### src/rtl/maj_oversample_rx_pkg.sv
// Shared types and constants for the 4x oversampling serial receiver.
package maj_oversample_rx_pkg;

  typedef enum logic [1:0] {
    IDLE  = 2'd0,
    START = 2'd1,
    DATA  = 2'd2,
    STOP  = 2'd3
  } state_e;

  localparam int unsigned SAMPLES_PER_BIT = 4;

  localparam state_e STATE_RST_VAL = IDLE;
  localparam logic   SYNC_RST_VAL  = 1'b1;
  localparam logic   PULSE_RST_VAL = 1'b0;

endpackage

### src/rtl/maj_oversample_rx_majority4.sv
// 4-input majority voter: 1 only when at least three inputs are 1 (2/2 ties vote 0).
module majority4 (
  input  logic [3:0] samples_i,
  output logic       vote_o
);

  logic [2:0] ones;

  always_comb begin
    ones   = 3'(samples_i[0]) + 3'(samples_i[1]) + 3'(samples_i[2]) + 3'(samples_i[3]);
    vote_o = (ones >= 3'd3);
  end

endmodule

### src/rtl/maj_oversample_rx.sv
// Serial receiver: 2-FF sync, 4x oversampling window, majority vote per bit,
// LSB-first framing with stop-bit check.
module maj_oversample_rx
  import maj_oversample_rx_pkg::*;
#(
  parameter int unsigned DATA_BITS       = 8,
  parameter int unsigned CLKS_PER_SAMPLE = 4
) (
  input  logic                 clk,
  input  logic                 rst,
  input  logic                 rx_in,
  output logic [DATA_BITS-1:0] data_out,
  output logic                 valid,
  output logic                 frame_err,
  output logic                 busy
);

  localparam int unsigned DIV_W  = $clog2(CLKS_PER_SAMPLE);
  localparam int unsigned SLOT_W = $clog2(SAMPLES_PER_BIT);
  localparam int unsigned CNT_W  = (DATA_BITS > 1) ? $clog2(DATA_BITS) : 1;

  localparam logic [DIV_W-1:0]  DIV_MAX   = DIV_W'(CLKS_PER_SAMPLE - 1);
  localparam logic [SLOT_W-1:0] LAST_SLOT = SLOT_W'(SAMPLES_PER_BIT - 1);
  localparam logic [CNT_W-1:0]  LAST_BIT  = CNT_W'(DATA_BITS - 1);

  state_e               state_q, state_d;
  logic                 sync1_q, sync2_q;
  logic                 rx_s;
  logic [DIV_W-1:0]     div_q, div_d;
  logic [SLOT_W-1:0]    slot_q, slot_d;
  logic [2:0]           win_q, win_d;
  logic [CNT_W-1:0]     bitcnt_q, bitcnt_d;
  logic                 vote_q, shift_en_q;
  logic [DATA_BITS-1:0] shift_q, shift_d;
  logic [DATA_BITS:0]   shift_ext;
  logic [DATA_BITS-1:0] data_out_q, data_out_d;
  logic                 valid_q, valid_d;
  logic                 ferr_q, ferr_d;
  logic                 sample_tick, vote_tick, vote;

  assign rx_s = sync2_q;

  always_ff @(posedge clk or posedge rst) begin
    if (rst) begin
      sync1_q <= SYNC_RST_VAL;
      sync2_q <= SYNC_RST_VAL;
    end else begin
      sync1_q <= rx_in;
      sync2_q <= sync1_q;
    end
  end

  // Slot 3 is taken straight from rx_s so the vote lands on the capture edge.
  majority4 u_vote (
    .samples_i ({win_q[0], win_q[1], win_q[2], rx_s}),
    .vote_o    (vote)
  );

  always_comb begin
    sample_tick = (state_q != IDLE) && (div_q == DIV_MAX);
    vote_tick   = sample_tick && (slot_q == LAST_SLOT);
  end

  // FSM: state register
  always_ff @(posedge clk or posedge rst) begin
    if (rst) state_q <= STATE_RST_VAL;
    else     state_q <= state_d;
  end

  // FSM: next state
  always_comb begin
    state_d = state_q;
    case (state_q)
      IDLE:    if (!rx_s) state_d = START;
      START:   if (vote_tick) state_d = vote ? IDLE : DATA;
      DATA:    if (vote_tick && (bitcnt_q == LAST_BIT)) state_d = STOP;
      STOP:    if (vote_tick) state_d = IDLE;
      default: state_d = IDLE;
    endcase
  end

  // FSM: outputs
  always_comb begin
    valid_d    = 1'b0;
    ferr_d     = 1'b0;
    data_out_d = data_out_q;
    if (vote_tick && (state_q == STOP)) begin
      valid_d = vote;
      ferr_d  = !vote;
      if (vote) data_out_d = shift_q;
    end
  end

  // Counters are held clear in IDLE, so entry to START always begins at zero.
  always_comb begin
    div_d    = div_q;
    slot_d   = slot_q;
    win_d    = win_q;
    bitcnt_d = bitcnt_q;
    if (state_q == IDLE) begin
      div_d    = '0;
      slot_d   = '0;
      bitcnt_d = '0;
    end else if (sample_tick) begin
      div_d  = '0;
      slot_d = slot_q + SLOT_W'(1);
      case (slot_q)
        2'd0:    win_d[0] = rx_s;
        2'd1:    win_d[1] = rx_s;
        2'd2:    win_d[2] = rx_s;
        default: ;
      endcase
      if (vote_tick && (state_q == DATA)) bitcnt_d = bitcnt_q + CNT_W'(1);
    end else begin
      div_d = div_q + DIV_W'(1);
    end
  end

  // The voted data bit enters the shifter one clock after its decision edge.
  always_comb begin
    shift_ext = {vote_q, shift_q};
    shift_d   = shift_en_q ? shift_ext[DATA_BITS:1] : shift_q;
  end

  always_ff @(posedge clk or posedge rst) begin
    if (rst) begin
      div_q      <= '0;
      slot_q     <= '0;
      win_q      <= '0;
      bitcnt_q   <= '0;
      vote_q     <= 1'b0;
      shift_en_q <= 1'b0;
      shift_q    <= '0;
      data_out_q <= '0;
      valid_q    <= PULSE_RST_VAL;
      ferr_q     <= PULSE_RST_VAL;
    end else begin
      div_q      <= div_d;
      slot_q     <= slot_d;
      win_q      <= win_d;
      bitcnt_q   <= bitcnt_d;
      if (vote_tick) vote_q <= vote;
      shift_en_q <= vote_tick && (state_q == DATA);
      shift_q    <= shift_d;
      data_out_q <= data_out_d;
      valid_q    <= valid_d;
      ferr_q     <= ferr_d;
    end
  end

  assign data_out  = data_out_q;
  assign valid     = valid_q;
  assign frame_err = ferr_q;
  assign busy      = (state_q != IDLE);

endmodule

### config.mk
export PLATFORM = sky130hd
export DESIGN_NAME = maj_oversample_rx
export DESIGN_NICKNAME = d
export VERILOG_FILES = /design/src/rtl/maj_oversample_rx_pkg.sv /design/src/rtl/maj_oversample_rx_majority4.sv /design/src/rtl/maj_oversample_rx.sv
export SDC_FILE = /design/constraint.sdc
export NUM_CORES = 1
export LEC_CHECK = 0
export ABC_AREA = 1
export CELL_PAD_IN_SITES_DETAIL_PLACEMENT = 1
export CELL_PAD_IN_SITES_GLOBAL_PLACEMENT = 2
export CORE_ASPECT_RATIO = 1.4
export CORE_MARGIN = 10
export CORE_UTILIZATION = 35
export CTS_CLUSTER_DIAMETER = 50
export DETAILED_ROUTE_END_ITERATION = 8
export PLACE_DENSITY = 0.78
export SETUP_SLACK_MARGIN = 0.3
export SLEW_MARGIN = 10
export SYNTH_ARGS = -nofsm -noshare
export SYNTH_HDL_FRONTEND = slang
export SYNTH_HIERARCHICAL = 1
export SYNTH_SLANG_ARGS = --single-unit
### constraint.sdc
create_clock -name clk -period 2.8 [get_ports clk]
set_input_delay 0.56 -clock clk [delete_from_list [all_inputs] [get_ports clk]]
set_output_delay 0.56 -clock clk [all_outputs]
set_load 0.02 [all_outputs]
[Yosys cells after proc, flatten, opt, wreduce, memory -nomap -nowiden]
Index checks and enable logic that the tools add are counted.
Storage, ports and cells
  register bits after elaboration: 34
  input port bits: 3
  output and inout bits: 11
  logic and storage cells: 67
Operators by class
  add/sub/neg operators: 6
  order comparisons: 1
  equality and inequality tests: 12
  muxes and demuxes: 15
  bitwise logic cells: 1
  reductions and logical operators: 17
Operators by type and width (number)
  $mux W2: 9
  $eq A2 B2 Y1 const B: 5
  $mux W3: 3
  $reduce_and A3 Y1: 3
  $ne A2 B2 Y1 const B: 4
  $pmux W2 S4: 1
  $add A3 B1 Y3: 2
  $reduce_bool A2 Y1: 3
  $logic_and A1 B1 Y1: 5
  $add A2 B1 Y2 const B: 2
  $eq A2 B1 Y1 const B: 2
  $logic_not A2 Y1: 2
  $reduce_and A2 Y1: 2
  $reduce_and A4 Y1: 1
  $add A3 B1 Y3 const B: 1
  $eq A3 B3 Y1 const B: 1
  $ge A3 B2 Y1 const B: 1
  $add A1 B1 Y2: 1
  $mux W1: 2
  $logic_not A1 Y1: 1
  $not A1 Y1: 1

[Longest topological paths before layout]
Gate-level depths: netlist (run 1).
  depth after elaboration: 7
  depth in mapped cells: 11
  gate-level depth less buffers: 11

[Hierarchy]
The synthesis (run 1) kept the hierarchy.
Modules (own cells, without submodules)
  maj_oversample_rx: times used 1, cells an instance 147, area each 1462.7 µm², sequential area each 853.3 µm²
  majority4: times used 1, cells an instance 11, area each 75.1 µm², sequential area each 0.0 µm²

[Least setup slack after synthesis (run 1)]
No wires, ideal clock.
  path kind: register to register
  from: register sync2_q (netlist: rx_s)
  to: register data_out_q[0] (netlist: data_out[0])
  setup time: 0.118 ns
  arrival: 2.159 ns
  required time: 2.682 ns
  slack: 0.523 ns
  cell stages (with the launch flop): 12
  buffers on the path: 1
  clock period less this slack: 2.277 ns
  path through: dfstp_2 > inv_1 > fa_1 > inv_1 > ha_1 > ha_1 > nand2_1 > nand2_1 > nand4_4 > buf_6 > nand2_1 > o21ai_2
Between the ends
  longest elaborated chain between the ends: 5
RTL lines
  from (decl): RTL line maj_oversample_rx.sv:27  | logic sync1_q, sync2_q;
  from (signal assigned): RTL line maj_oversample_rx.sv:49  | sync2_q <= sync1_q;
  $add A1 B1 Y2: RTL line maj_oversample_rx_majority4.sv:10  | ones = 3'(samples_i[0]) + 3'(samples_i[1]) + 3'(samples_i[2]) + 3'(samples_i[3]);
  $add A3 B1 Y3 (2 in series): RTL line maj_oversample_rx_majority4.sv:10
  $ge A3 B2 Y1: RTL line maj_oversample_rx_majority4.sv:11  | vote_o = (ones >= 3'd3);
  via vote: RTL line maj_oversample_rx.sv:39  | logic sample_tick, vote_tick, vote;
  $reduce_and A2 Y1 (no source line)
  to (signal assigned): RTL line maj_oversample_rx.sv:145  | data_out_q <= data_out_d;
  to (decl): RTL line maj_oversample_rx.sv:36  | logic [DATA_BITS-1:0] data_out_q, data_out_d;
The timed path passes the listed nets, and every way through them passes these cells.
A chain may end at the register's enable or synchronous reset.

[Worst setup path after layout (run 1)]
  from: register sync2_q (netlist: rx_s)
  to: register data_out_q[6] (netlist: data_out[6])
Same word-level chain as after synthesis.

==> metrics.cfg, run 1 <==
[detailed_routing]
vias_per_cell = 4.56
via_count = 1080
drc = 0
firstDrtPassIters = 4
drtIter0Drc = 64
ant_nets = 0
drt_wl_total_mm = 2.89
post_drt_wl_per_cell_um = 12.2

[yosys]
synth_flop_cell = dfrtp_1
synth.avg_cell_area_sq_um = 9.73
synth_common_cells = nand2_1, dfrtp_1, inv_1
syn_nets = 171
syn-cell-area_sq_um = 1540
synth_area_leaders = dfrtp_1, nand2_1, ha_1
ys_seq_elements = 34
ys_types = 24
yosysSeqAreaShare_pct = 55.5
yosysMostFrequentCell = nand2_1
post-synth-top-area-cell = dfrtp_1
synth_cells = 158
yosysWarnings = 6
yosysTopAreaCellShare_pct = 52.1
synth-edff-count = 0
async_reset_ff_share_pct = 100

[cts]
numCtsBuffers = 5
clkLatencyLatePin_ps = 280
clk_pin_slew_ps = 70
htreeDepth = 2
ctsHoldBuffers = 0
cts.sinks = 34
cts_root_buffer = clkbuf_8
cts_tree = built
cts_max_path_buffers = 2

[timing]
drv_slew = 0
rsz0062_at_grt = false
whs_ps = 358
hold_viol_final = 0
fin_setup_tns_ps = 0
period_share_pct = 83.8
worst_pin_slew_ps = 434
maxSlewHeadroom_pct = 71.1
fin_crit_ps = 2350
fmaxAchievable_mhz = 426
finClkSkew_ps = 6.12
setup_viol = 0

[setup_path]
cp.required_ps = 3020
end_kind = register
cp_max_fo = 16
cp.arrival_ps = 2570
setup.worst_path.class = register to register
crit_path_start_kind = register

[final_layout]
fill_cells = 499
design_area_sq_um = 1830
multiInputGateArea_sq_um = 571
diodes = 0
drive_gt1_share_pct = 12.4
area_delta_synth_final_pct = 19.1
layout.area.seq_sq_um = 853
nets = 190

[global_route]
track_usage_pct = 8.58
grt_max_degree = 35
gr-usage-met3_pct = 3.36
grt_overflow_total = 0
grtUsageMet2_pct = 16.0
grt_pass1_wl_mm = 5.31
grtUsageMet1_pct = 7.65
grt_pass1_vias = 1261
busiest_layer = met2
antenna_found_initial = 0

[power]
p_leak_nw = 0.895
power_mw = 1.37
vdd_drop_max_mv = 0.295
power_density_nw_per_um2 = 748

[placed_design]
portBuffers = 13
placed_area_sq_um = 1730
gp_congestion = 0.735
dp_hpwl_mm = 2.21

[job]
cap_violations = 0

[die]
die_w_um = 76.0
initial_core_util_pct = 36.3
num_io_pins = 14
dieArea_sq_um = 7480
die_h_um = 98.4
num_rows = 28
core_area_sq_um = 4240

[status]
outcome = completed

[hold_path]
hp-class = register to register

logic make-up after synthesis:
group	share of synthesized area, %
AND/OR/NAND/NOR	19.2
flip-flops	55.5
buffers and inverters	7.40
AO/OA/AOI/OAI	9.28
adder cells (fa/ha/maj)	8.63
registers in the layout, indices dropped and copies added, names as in the netlist, named ones only:
name and flops:
data_out 8, bitcnt_q 3, slot_q 2, sync1_q 1
frame_err 1, vote_q 1, win_q 3, valid 1
shift_en_q 1, div_q 2, shift_q 8, rx_s 1
state_q 1
per-stage QoR:
step	cells	utilization, %	setup WS [ps]
6_report	237	43.2	453
4_1_cts	236	42.7	305
3_3_place_gp	229	40.8	408
2_1_floorplan	158	-	523
5_1_grt	237	43.2	323
3_5_place_dp	229	40.8	326
path summary, 6_finish.rpt:
kind                       startpoint           to  slack (ps)  cells past startpoint
max in group asynchronous         rst         rx_s        1780                      3
hold / removal                sync1_q         rx_s         360                      0
min in group asynchronous         rst   shift_q[7]         680                      3
setup / recovery                 rx_s  data_out[6]         450                     12
setup reg to reg                 rx_s  data_out[6]         450                     12
hold reg to reg               sync1_q         rx_s         360                      0
placed cells by master (no fill, tap or decap):
cell type | Yosys | final
nand2_1 | 47 | 47
dfrtp_1 | 32 | 32
inv_1 | 24 | 24
o21ai_0 | 12 | 12
clkdlybuf4s50_1 | 0 | 12
ha_1 | 9 | 9
o21ai_2 | 7 | 7
nand3_1 | 6 | 6
clkbuf_8 | 0 | 5
nor2_1 | 4 | 4
clkinv_2 | 0 | 2
dfstp_2 | 2 | 2
a21oi_1 | 1 | 1
nor2_2 | 1 | 1
nor3_4 | 1 | 1
clkinv_1 | 1 | 1
nand3b_1 | 1 | 1
nor2_4 | 1 | 1
a21boi_1 | 1 | 1
nand4_4 | 1 | 1
nor4_1 | 1 | 1
o2111ai_1 | 1 | 1
nor3_1 | 1 | 1
dlymetal6s2s_1 | 0 | 1
buf_4 | 0 | 1
buf_12 | 0 | 1
fa_1 | 1 | 1
layer usage:
metal	vias to the layer above	share of wire, %
li1	529	-
met1	529	38
met2	16	55
met3	6	5.4
met4	0	2.3
met5	-	0
cell type report:
class | instances | share of cell area (%)
multi-input cells | 96 | 31.1
inverters | 25 | 5.12
repair buffers | 15 | 8.74
clock inverters | 2 | 0.546
well taps | 60 | 4.10
clock buffers | 5 | 3.76
flip-flops and latches | 34 | 46.6
power by group:
group | internal (mW) | total, mW | switching, mW | leakage [nW]
Clock | 0.167 | 0.336 | 0.169 | 0.0438
Combinational | 0.130 | 0.388 | 0.258 | 0.402
Sequential | 0.575 | 0.646 | 0.0710 | 0.449
Total | 0.872 | 1.37 | 0.498 | 0.895
critical path, stage by stage, from the launching register on:
cell     delay (ps)
dfstp_2         540
inv_1            60
fa_1            530
inv_1            40
ha_1            170
ha_1            270
nand2_1          40
nand2_1         150
nand4_4         130
buf_12          180
inv_1            70
nand2_1          50
nand2_1          60
timing repair:
| action | 4_1_cts | 5_1_grt |
|---|---|---|
| resized for setup | 0 | 1 |
| endpoints found under the setup margin | 0 | 9 |
| setup buffers | 0 | 1 |
Power figures use the tool's default switching activity.
==> run 2, diff against run 1 <==
--- a/config.mk
+++ b/config.mk
@@ -10,10 +10,10 @@
 export CELL_PAD_IN_SITES_GLOBAL_PLACEMENT = 2
 export CORE_ASPECT_RATIO = 1.4
 export CORE_MARGIN = 10
-export CORE_UTILIZATION = 35
+export CORE_UTILIZATION = 32
 export CTS_CLUSTER_DIAMETER = 50
 export DETAILED_ROUTE_END_ITERATION = 8
-export PLACE_DENSITY = 0.78
+export PLACE_DENSITY = 0.75
 export SETUP_SLACK_MARGIN = 0.3
 export SLEW_MARGIN = 10
 export SYNTH_ARGS = -nofsm -noshare
==> constraint.sdc (replaced) <==
create_clock -name clk -period 2.1 [get_ports clk]
set_input_delay 0.42 -clock clk [delete_from_list [all_inputs] [get_ports clk]]
set_output_delay 0.42 -clock clk [all_outputs]
set_load 0.02 [all_outputs]
==> run 2 against run 1 <==
The run now ends with negative setup slack left. Die area grew 7.1%. Total power increased by 60%. Worst hold slack gained 0.65 ps. Critical path depth fell by 1. Critical endpoint is now data_out[2]. Highest routed layer unchanged.
==> metrics.cfg, run 2 (synthesis results as in run 1) <==
[power]
p_leak_nw = 0.936  ; was 0.895 nW
vdd_drop_max_mv = 0.459  ; was 0.295 mV
power_mw = 2.20  ; was 1.37 mW
power_density_nw_per_um2 = 1100  ; was 748 nW/um^2

[cts]
cts_root_buffer = clkbuf_8  ; unchanged
ctsHoldBuffers = 0  ; unchanged
cts_max_path_buffers = 2  ; unchanged
clk_pin_slew_ps = 70  ; about the same
cts_tree = built  ; unchanged
postCtsSetupRepairBufs = 0  ; unchanged
cts.sinks = 34  ; unchanged
htreeDepth = 2  ; unchanged
numCtsBuffers = 5  ; unchanged
clkLatencyLatePin_ps = 280  ; about the same

[die]
die_h_um = 102  ; was 98.4 um
num_rows = 29  ; was 28
die_w_um = 78.6  ; was 76.0 um
core_area_sq_um = 4610  ; was 4240 sq um
dieArea_sq_um = 8020  ; was 7480 sq um
initial_core_util_pct = 33.4  ; was 36.3%
num_io_pins = 14  ; unchanged

[detailed_routing]
drtIter0Drc = 54  ; was 64
vias_per_cell = 4.54  ; was 4.56
firstDrtPassIters = 3  ; was 4
drc = 0  ; unchanged
post_drt_wl_per_cell_um = 12.8  ; was 12.2 um
ant_nets = 0  ; unchanged
via_count = 1117  ; was 1,080
drt_wl_total_mm = 3.14  ; was 2.89 mm

[final_layout]
final_common_cell = nand2_1  ; unchanged
drive_gt1_share_pct = 25.5  ; was 12.4%
nets = 196  ; was 190
area_delta_synth_final_pct = 29.9  ; was 19.1%
layout_common_cells = nand2_1, dfrtp_1, inv_1, o21ai_0, clkdlybuf4s50_1  ; unchanged
diodes = 0  ; unchanged

[setup_path]
cpMaxStageDelayCell = dfstp_2  ; unchanged
cp.arrival_ps = 2320  ; was 2570 ps
cp_slowest_stage_delay_ps = 540  ; about the same
rrSetupSlack_ps = -50  ; was 450 ps
crit_path_frequent_cell = nand2_4  ; was nand2_1
crit_path_start_kind = register  ; unchanged
worstPathCellList = inv_2 -> fa_1 -> inv_1 -> ha_2 -> ha_4 -> nand2_4 -> nand2_4 -> nand4_4 -> buf_6 -> nand2_2 -> o21ai_2  ; was inv_1 -> fa_1 -> inv_1 -> ha_1 -> ha_1 -> nand2_1 -> nand2_1 -> nand4_4 -> buf_12 -> inv_1 -> nand2_1 -> nand2_1
cp_max_fo = 8  ; was 16
path_buf_inv = 3  ; was 4
critPathTopFamily = adder cells  ; unchanged
end_kind = register  ; unchanged
cp.required_ps = 2270  ; was 3020 ps
setup.worst_path.class = register to register  ; unchanged

[placed_design]
pre_cts_ws_ps = -121  ; was 326 ps
dp_hpwl_mm = 2.38  ; was 2.21 mm
portBuffers = 13  ; unchanged
gp_congestion = 0.709  ; was 0.735

[timing]
fmaxAchievable_mhz = 465  ; was 426 MHz
whs_ps = 358  ; about the same
fin_crit_ps = 2150  ; was 2350 ps
worst_pin_slew_ps = 465  ; was 434 ps
rsz0062_at_grt = true  ; was false
fin_ws_ps = -52.1  ; was 453 ps
finClkSkew_ps = 6.73  ; was 6.12 ps
period_share_pct = 102  ; was 83.8%
maxSlewHeadroom_pct = 69.0  ; was 71.1%
hold_viol_final = 0  ; unchanged
setup_viol = 8  ; was 0
drv_slew = 0  ; unchanged

[global_route]
busiest_layer = met2  ; unchanged
grt_pass1_wl_mm = 5.59  ; was 5.31 mm
grt_pass1_vias = 1257  ; was 1,261
antenna_found_initial = 0  ; unchanged
grtUsageMet2_pct = 16.5  ; was 16.0%
grt_overflow_total = 0  ; unchanged
grtUsageMet1_pct = 8.13  ; was 7.65%
grt_max_degree = 35  ; unchanged
track_usage_pct = 8.66  ; was 8.58%
gr-usage-met3_pct = 3.60  ; was 3.36%

[job]
cap_violations = 0  ; unchanged

[status]
violations = negative setup slack
outcome = complete, but fails checks  ; was completed

[hold_path]
hp-class = register to register  ; unchanged

==> run 2: cell count changes in the layout (fill, tap and decap cells not counted), moves of 2 or more <==
| cell | change |
|---|---|
| nand2_1 | -11 |
| nand2_2 | +6 |
| nand2_4 | +5 |
| buf_4 | +4 |
| inv_1 | -3 |
| buf_6 | +2 |
| ha_1 | -2 |
| inv_2 | +2 |
==> run 2: per-layer routing <==
metal / up-vias / wire length, um
li1: 543 / -
met1: 555 / 1180
met2: 15 / 1770
met3: 4 / 153
met4: 0 / 31
met5: - / 0
==> run 2: power by group <==
group	leakage [nW]	switching [mW]	internal [mW]
registers	0.449	0.0692	0.767
clock network	0.0472	0.240	0.263
logic	0.439	0.525	0.332
total	0.936	0.834	1.36
==> run 2: repair_timing <==
item | 4_1_cts | 5_1_grt
endpoints found under the hold margin | 0 | 0
pin swaps | 7 | 0
resized for setup | 22 | 3
setup endpoints to repair | 13 | 12
==> run 2: area by class of cell <==
type                            count  area, sq um
Clock buffer                        6         82.6
Tap cell                           62         77.6
Fill cell                         548         2610
Clock inverter                      2         12.5
Timing Repair Buffer               21          209
Inverter                           25         98.8
Sequential cell                    34          853
Multi-Input combinational cell     96          664
==> run 2: metrics by stage <==
step	instance area (sq um)	setup TNS (ps)	cells	utilization (%)
floorplan	1550	-278	158	-
detailed placement	1810	-862	238	39.2
finish	2000	-338	246	43.4
global route	2000	-816	246	43.4
global placement	1810	-516	238	39.2
CTS	1990	-345	246	43.1
==> run 2: final timing paths <==
check / startpoint / end / depth (start not counted)
worst max-delay path: rx_s / data_out[2] / 11
worst min-delay path: sync1_q / rx_s / 0
worst max register to register: rx_s / data_out[2] / 11
worst min register to register: sync1_q / rx_s / 0
max in group asynchronous: rst / rx_s / 3
min in group asynchronous: rst / data_out[0] / 3
==> run 3, diff against run 2 <==
--- a/config.mk
+++ b/config.mk
@@ -12,6 +12,7 @@
 export CORE_MARGIN = 10
 export CORE_UTILIZATION = 32
 export CTS_CLUSTER_DIAMETER = 50
+export CTS_CLUSTER_SIZE = 40
 export DETAILED_ROUTE_END_ITERATION = 8
 export PLACE_DENSITY = 0.75
 export SETUP_SLACK_MARGIN = 0.3
==> results of run 3 <==
Final layout, timing and power as in run 2 (identical DEF).
